--- src/rtl/adder_pipe.sv ---
// adder_pipe: segmented ripple-carry adder/subtractor with a valid/ready
// handshake. Each pipeline stage adds SEG bits and passes its carry to the
// next stage, so a WIDTH-bit result emerges WIDTH/SEG cycles after the
// operands are accepted. A stalled output freezes the entire pipeline.
module adder_pipe #(
    parameter int WIDTH = 16,
    parameter int SEG   = 4
) (
    input  logic             clk,
    input  logic             rst,
    input  logic             in_valid,
    output logic             in_ready,
    input  logic [WIDTH-1:0] a,
    input  logic [WIDTH-1:0] b,
    input  logic             carry_in,
    input  logic             mode,
    output logic             out_valid,
    input  logic             out_ready,
    output logic [WIDTH-1:0] sum,
    output logic             carry_out,
    output logic             overflow
);

    localparam int L = WIDTH / SEG;

    logic             stall;
    logic             accept;
    logic [WIDTH-1:0] b_eff;
    logic             cin_eff;

    // Per-stage pipeline registers; stage L-1 drives the outputs.
    logic             valid_reg [L];
    logic             carry_reg [L];
    logic [WIDTH-1:0] opa_reg   [L];
    logic [WIDTH-1:0] opb_reg   [L];
    logic [WIDTH-1:0] sum_reg   [L];

    // What each stage sees on its input side (operands or previous stage).
    logic             src_valid [L];
    logic             src_carry [L];
    logic [WIDTH-1:0] src_opa   [L];
    logic [WIDTH-1:0] src_opb   [L];
    logic [WIDTH-1:0] src_sum   [L];

    // Values each stage will capture on the next un-stalled edge.
    logic             carry_next [L];
    logic [WIDTH-1:0] sum_next   [L];

    // A held result at the output blocks every stage, including the input.
    assign stall    = valid_reg[L-1] && !out_ready;
    assign in_ready = !stall;
    assign accept   = in_valid && in_ready;

    // Subtraction is a + ~b + ~borrow_in, so the adder core only ever adds.
    assign b_eff   = mode ? ~b : b;
    assign cin_eff = mode ? ~carry_in : carry_in;

    generate
        for (genvar gi = 0; gi < L; gi++) begin : g_stage
            logic [SEG-1:0]   seg_sum;
            logic [WIDTH-1:0] sum_merged;

            if (gi == 0) begin : g_first
                assign src_valid[gi] = accept;
                assign src_carry[gi] = cin_eff;
                assign src_opa[gi]   = a;
                assign src_opb[gi]   = b_eff;
                assign src_sum[gi]   = '0;
            end else begin : g_rest
                assign src_valid[gi] = valid_reg[gi-1];
                assign src_carry[gi] = carry_reg[gi-1];
                assign src_opa[gi]   = opa_reg[gi-1];
                assign src_opb[gi]   = opb_reg[gi-1];
                assign src_sum[gi]   = sum_reg[gi-1];
            end

            // This stage's slice of the addition, chained on the incoming carry.
            assign {carry_next[gi], seg_sum} =
                  {1'b0, src_opa[gi][gi*SEG +: SEG]}
                + {1'b0, src_opb[gi][gi*SEG +: SEG]}
                + {{SEG{1'b0}}, src_carry[gi]};

            // Insert the freshly computed segment into the partial sum word.
            always_comb begin
                sum_merged                 = src_sum[gi];
                sum_merged[gi*SEG +: SEG]  = seg_sum;
            end

            assign sum_next[gi] = sum_merged;
        end
    endgenerate

    // Advance every stage together unless the output is stalled; reset flushes all.
    always_ff @(posedge clk) begin
        if (rst) begin
            for (int k = 0; k < L; k++) begin
                valid_reg[k] <= 1'b0;
                carry_reg[k] <= 1'b0;
                opa_reg[k]   <= '0;
                opb_reg[k]   <= '0;
                sum_reg[k]   <= '0;
            end
        end else if (!stall) begin
            for (int k = 0; k < L; k++) begin
                valid_reg[k] <= src_valid[k];
                carry_reg[k] <= carry_next[k];
                opa_reg[k]   <= src_opa[k];
                opb_reg[k]   <= src_opb[k];
                sum_reg[k]   <= sum_next[k];
            end
        end
    end

    assign out_valid = valid_reg[L-1];
    assign sum       = sum_reg[L-1];
    assign carry_out = carry_reg[L-1];

    // Signed overflow: effective operands share a sign that the result lacks.
    // The final stage still carries both operand MSBs, so it is derived here.
    assign overflow = (opa_reg[L-1][WIDTH-1] == opb_reg[L-1][WIDTH-1])
                   && (sum_reg[L-1][WIDTH-1] != opa_reg[L-1][WIDTH-1]);

endmodule

--- config.mk ---
export PLATFORM = sky130hd
export DESIGN_NAME = adder_pipe
export DESIGN_NICKNAME = d
export VERILOG_FILES = /design/src/rtl/adder_pipe.sv
export SDC_FILE = /design/constraint.sdc
export NUM_CORES = 1
export LEC_CHECK = 0
export BUFFER_PORTS_ARGS = -buffer_cell sky130_fd_sc_hd__buf_2
export CAP_MARGIN = 20
export CORE_MARGIN = 2
export CORE_UTILIZATION = 40
export CTS_CLUSTER_DIAMETER = 60
export DETAILED_ROUTE_END_ITERATION = 10
export GPL_TIMING_DRIVEN = 0
export SKIP_CTS_REPAIR_TIMING = 1
export SLEW_MARGIN = 25
export SYNTH_ARGS = -nofsm -noshare
export SYNTH_HDL_FRONTEND = slang
export SYNTH_SLANG_ARGS = --single-unit
--- constraint.sdc ---
create_clock -name clk -period 3.6 [get_ports clk]
set_input_delay 0.36 -clock clk [delete_from_list [all_inputs] [get_ports clk]]
set_output_delay 0.36 -clock clk [all_outputs]
set_load 0.01 [all_outputs]
==> impl_metrics.env, run 1 <==
export IMPL_cts_buffers=9
export IMPL_crit_family="adder cells"
export IMPL_worst_slew_pin_slew_ps=494
export IMPL_area_growth_synth_to_final_pct=17.6
export IMPL_vias_per_cell=4.93
export IMPL_antenna_found_initial=0
export IMPL_rsz0062_at_grt="no"
export IMPL_min_period_ps=2030
export IMPL_fin_tns_setup_ps=0
export IMPL_dieArea_um2=11800
export IMPL_root_buffer="clkbuf_8"
export IMPL_required_ps=3730
export IMPL_rows=38
export IMPL_place_area_um2=4880
export IMPL_syn_avg_cell_area_um2=14.5
export IMPL_relSlewSlack_pct=67.1
export IMPL_combPwrFrac_pct=8.7
export IMPL_synth_seq_area_share_pct=67.4
export IMPL_seqPwrFrac_pct=55.1
export IMPL_syn_cell_area_um2=4370
export IMPL_setup_viol=0
export IMPL_wirelength_mm=8.05
export IMPL_async_flop_share_pct=0
export IMPL_placed_cells=499
export IMPL_drive_above_1_share_pct=22.7
export IMPL_grt_start_max_net_pins=49
export IMPL_cts_sinks=98
export IMPL_tritoncts="built"
export IMPL_netlist_top_cells_count="edfxtp_1 (98), and3_1 (72), nor2_1 (20)"
export IMPL_synth_cell_type_count=26
export IMPL_worstPathArrival_ps=2150
export IMPL_clk_pin_slew_ps=90
export IMPL_finalCritPeriodShare_pct=56.4
export IMPL_start_kind="input pin"
export IMPL_net_switching_power_uw=501
export IMPL_clkPwrFrac_pct=36.2
export IMPL_cpPeakStageDelay_ps=440
export IMPL_drc=0
export IMPL_hp_class="in2reg"
export IMPL_ys_flop_type="edfxtp_1"
export IMPL_ys_ff_latch=98
export IMPL_cellInternalPower_uw=1970
export IMPL_grt_pass1_wl_mm=12.7
export IMPL_cap_violations=0
export IMPL_grt_overflow=0
export IMPL_clock_skew_final_ps=11.0
export IMPL_yosysMostFrequentCell="edfxtp_1"
export IMPL_pin_count=58
export IMPL_firstDrtPassIters=4
export IMPL_cp_end_kind="register"
export IMPL_largest_reg_flops=40
export IMPL_synth_nets=359
export IMPL_antenna_cells=0
export IMPL_clk_latency_ps=360
export IMPL_synth_top_area_share_pct=67.4
export IMPL_crit_fanout=10
export IMPL_final_hold_violation_count=0
export IMPL_path_buf_inv=2
export IMPL_grt_pass1_vias=2541
export IMPL_power_density_nw_per_um2=482
export IMPL_nets=428
export IMPL_hpwl_mm=5.52
export IMPL_vias=2539
export IMPL_drv_slew=0
export IMPL_die_w_um=109
export IMPL_ys_warn_count=0
export IMPL_synthTopCellsByArea="edfxtp_1 (67%), and3_1 (10%), fa_1 (3.7%)"
export IMPL_htreeDepth=3
export IMPL_fp_dieH_um=109
export IMPL_switching_share_pct=20.2
export IMPL_p_leak_uw=0.00246
export IMPL_fmax_mhz=493
export IMPL_fp_coreArea_um2=10700
export IMPL_hold_ws_ps=299
export IMPL_path_cells="buf_4 > buf_4 > xor2_1 > fa_1 > fa_1 > a21o_1 > a21oi_1 > nor2_1"
export IMPL_ir_drop_mv=0.167
export IMPL_cts_path_max_buffers=2
export IMPL_track_usage_pct=14.9
export IMPL_start_util_pct=40.7
export IMPL_drt_iter0_drc=98
export IMPL_fin_cells=515
export IMPL_yosysTopAreaCell="edfxtp_1"
export IMPL_postLayoutCellArea_um2=5140
export IMPL_synth_edf_count=98
export IMPL_avgRoutedWirePerCell_um=15.6
export IMPL_drtAntennaViolNets=0
export IMPL_crit_type="in2reg"
export IMPL_total_power_uw=2480
export IMPL_status="finished clean"
export IMPL_gp_congestion=0.750
export IMPL_crit_slowest_cell="fa_1"
export IMPL_synth_cells=301
export IMPL_port_buffers=56
layout make-up:
cell class	instances	area, um2
Fill cell	1026	5610
Clock buffer	10	128
Timing Repair Buffer	58	328
Multi-Input combinational cell	170	1260
Buffer	21	133
Clock inverter	6	129
Tap cell	140	175
Sequential cell	98	2940
Inverter	12	45.0
final timing paths:
path	startpoint	end	slack, ps	depth (start not counted)
worst max-delay path	mode	carry_reg[0]$_SDFFCE_PN0P_	1570	8
worst min register to register	sum_reg[0][2]$_SDFFCE_PN0P_	sum_reg[1][2]$_SDFFCE_PN0P_	560	1
worst max register to register	valid_reg[3]$_DFFE_PP_	carry_reg[3]$_DFFE_PP_	1610	6
worst min-delay path	a[4]	opa_reg[0][4]$_SDFFCE_PN0P_	300	2
power by group through the flow:
| stage | clock (uW) | combinational, uW | sequential [uW] |
|---|---|---|---|
| 4_1_cts | 909 | 219 | 1360 |
| 3_3_place_gp | 0 | 208 | 1390 |
| 2_1_floorplan | 0 | 137 | 1390 |
| 5_1_grt | 958 | 244 | 1370 |
| 6_report | 897 | 214 | 1360 |
| 3_5_place_dp | 0 | 219 | 1390 |
per-stage QoR:
stage	utilization (%)	worst slack, ps
finish	47.8	1570
floorplan	-	1110
global route	47.8	1500
detailed placement	45.4	1150
global placement	44.9	594
CTS	47.8	1550
layout by cell type (no fill, tap or decap), types with 4 or more instances in the layout:
cell	instances
clkbuf_1	13
inv_1	11
a21oi_1	9
buf_2	59
nand3b_1	4
and3_1	72
fa_1	8
xnor2_1	14
nor2b_1	4
xor2_1	5
ha_1	12
clkbuf_8	9
nor2_1	20
a21o_1	5
edfxtp_1	98
bufinv_16	4
cell families after synthesis:
logic type | count (synthesis) | synth area share, %
adder cells (fa/ha/maj) | 20 | 7.10
AO/OA/AOI/OAI | 17 | 2.23
AND/OR/NAND/NOR | 111 | 14.7
buffers and inverters | 33 | 4.07
XOR/XNOR | 19 | 3.81
flip-flops | 98 | 67.4
multiplexers | 3 | 0.687
layer usage:
layer	track usage, %	up-vias	part of all wire (%)
met5	0	-	0
li1	-	1228	-
met4	7.51	0	2.7
met1	17.9	1238	41
met3	2.95	14	4.3
met2	25.6	59	52
Power figures use the tool's default switching activity.
==> run 2: changes to the inputs <==
==> constraint.sdc (replaced) <==
create_clock -name clk -period 2.05 [get_ports clk]
set_input_delay 0.205 -clock clk [delete_from_list [all_inputs] [get_ports clk]]
set_output_delay 0.205 -clock clk [all_outputs]
set_load 0.01 [all_outputs]
==> impl_metrics.env, run 2 (synthesis gave the netlist of run 1 again) <==
export IMPL_clk_pin_slew_ps=90
export IMPL_drt_iter0_drc=135
export IMPL_start_kind="register"
export IMPL_dieArea_um2=11800
export IMPL_cts_sinks=98
export IMPL_grt_start_max_net_pins=56
export IMPL_finalCritPeriodShare_pct=93.1
export IMPL_min_path_cells=2
export IMPL_path_cells="fa_1 > fa_1 > a21o_1 > a21oi_1 > nor2_1"
export IMPL_wirelength_mm=7.91
export IMPL_worst_slew_pin_slew_ps=550
export IMPL_area_growth_synth_to_final_pct=15.8
export IMPL_grt_pass1_wl_mm=12.4
export IMPL_path_buf_inv=0
export IMPL_required_ps=2150
export IMPL_hp_class="in2reg"
export IMPL_largest_reg_flops=40
export IMPL_pin_count=58
export IMPL_port_buffers=56
export IMPL_tritoncts="built"
export IMPL_fin_cells=515
export IMPL_min_period_ps=1910
export IMPL_rows=38
export IMPL_worstPathArrival_ps=2010
export IMPL_cpMostUsedCell="fa_1"
export IMPL_relSlewSlack_pct=63.3
export IMPL_cp_end_kind="register"
export IMPL_setup_viol=0
export IMPL_grt_overflow=0
export IMPL_gp_congestion=0.735
export IMPL_n_fill_cell=998
export IMPL_root_buffer="clkbuf_8"
export IMPL_cpPeakStageDelay_ps=470
export IMPL_drtAntennaViolNets=0
export IMPL_cp_num_cells=5
export IMPL_start_util_pct=40.7
export IMPL_worst_slack_ps=142
export IMPL_clock_skew_final_ps=7.73
export IMPL_clk_latency_ps=360
export IMPL_drive_above_1_share_pct=22.9
export IMPL_fp_dieH_um=109
export IMPL_hpwl_mm=5.38
export IMPL_track_usage_pct=14.4
export IMPL_die_w_um=109
export IMPL_avgRoutedWirePerCell_um=15.3
export IMPL_p_leak_uw=0.00241
export IMPL_vias=2494
export IMPL_final_hold_violation_count=0
export IMPL_antenna_cells=0
export IMPL_crit_slowest_cell="fa_1"
export IMPL_cts_buffers=9
export IMPL_ir_drop_mv=0.292
export IMPL_crit_type="reg2reg"
export IMPL_grt_pass1_vias=2480
export IMPL_most_common_layout_cells="edfxtp_1 (98), and3_1 (72), buf_2 (59), nor2_1 (20), xnor2_1 (14)"
export IMPL_cap_violations=0
export IMPL_placed_cells=498
export IMPL_htreeDepth=3
export IMPL_antenna_found_initial=0
export IMPL_dpl_worst_slack_ps=-127
export IMPL_nets=428
export IMPL_r2r_cells=5
export IMPL_vias_per_cell=4.84
export IMPL_fmax_mhz=524
export IMPL_rsz0062_at_grt="no"
export IMPL_fp_coreArea_um2=10700
export IMPL_drv_slew=0
export IMPL_crit_family="adder cells"
export IMPL_firstDrtPassIters=5
export IMPL_status="finished clean"
export IMPL_final_common_cell="edfxtp_1"
export IMPL_power_density_nw_per_um2=781
export IMPL_drc=0
export IMPL_crit_fanout=2
export IMPL_cts_path_max_buffers=2
## run 2: layer usage
layer  vias up  wire [um]  track usage [%]
met5         -          0                0
met4         0        114             5.86
met3         6        507             3.44
met2        69       4040             23.9
met1      1186       3240             18.1
li1       1233          -                -
## run 2: where the power goes
part	total, uW	internal (uW)	switching [uW]
logic	376	181	194
clock network	1180	554	627
registers	2400	2360	37.9
total	3950	3090	859
## run 2: final timing paths
kind,start,end,slack [ps]
worst max-delay path,opa_reg[2][12]$_SDFFCE_PN0P_,carry_reg[3]$_DFFE_PP_,140
worst max register to register,opa_reg[2][12]$_SDFFCE_PN0P_,carry_reg[3]$_DFFE_PP_,140
worst min-delay path,in_valid,valid_reg[0]$_SDFFCE_PN0P_,160
worst min register to register,opa_reg[1][15]$_SDFFCE_PN0P_,opa_reg[2][15]$_SDFFCE_PN0P_,550
## run 2: through the flow
step	instance area, um2	utilization [%]	setup TNS [ps]	hold WS, ps	power, uW
6_report	5060	47.1	0	155	3950
5_1_grt	5060	47.1	0	148	4120
4_1_cts	5050	47.0	0	131	3990
3_5_place_dp	4860	45.3	-127	516	2830
3_3_place_gp	4840	45.0	-15310	513	2810
2_1_floorplan	4380	-	0	422	2690
## run 2: cell type report
type                    instances  area (um2)  area share, %
clock inverters                 6        57.6           1.14
plain buffers                  21         133           2.62
well taps                     140         175           3.46
clock buffers                  10         128           2.52
multi-input cells             171        1270           25.1
repair buffers                 57         308           6.08
inverters                      12        45.0          0.890
flip-flops and latches         98        2940           58.2
## run 2: worst reg2reg max path: stages (launching register included)
cell and delay [ps]:
edfxtp_1 400, fa_1 470, fa_1 420, a21o_1 170
a21oi_1 130, nor2_1 60
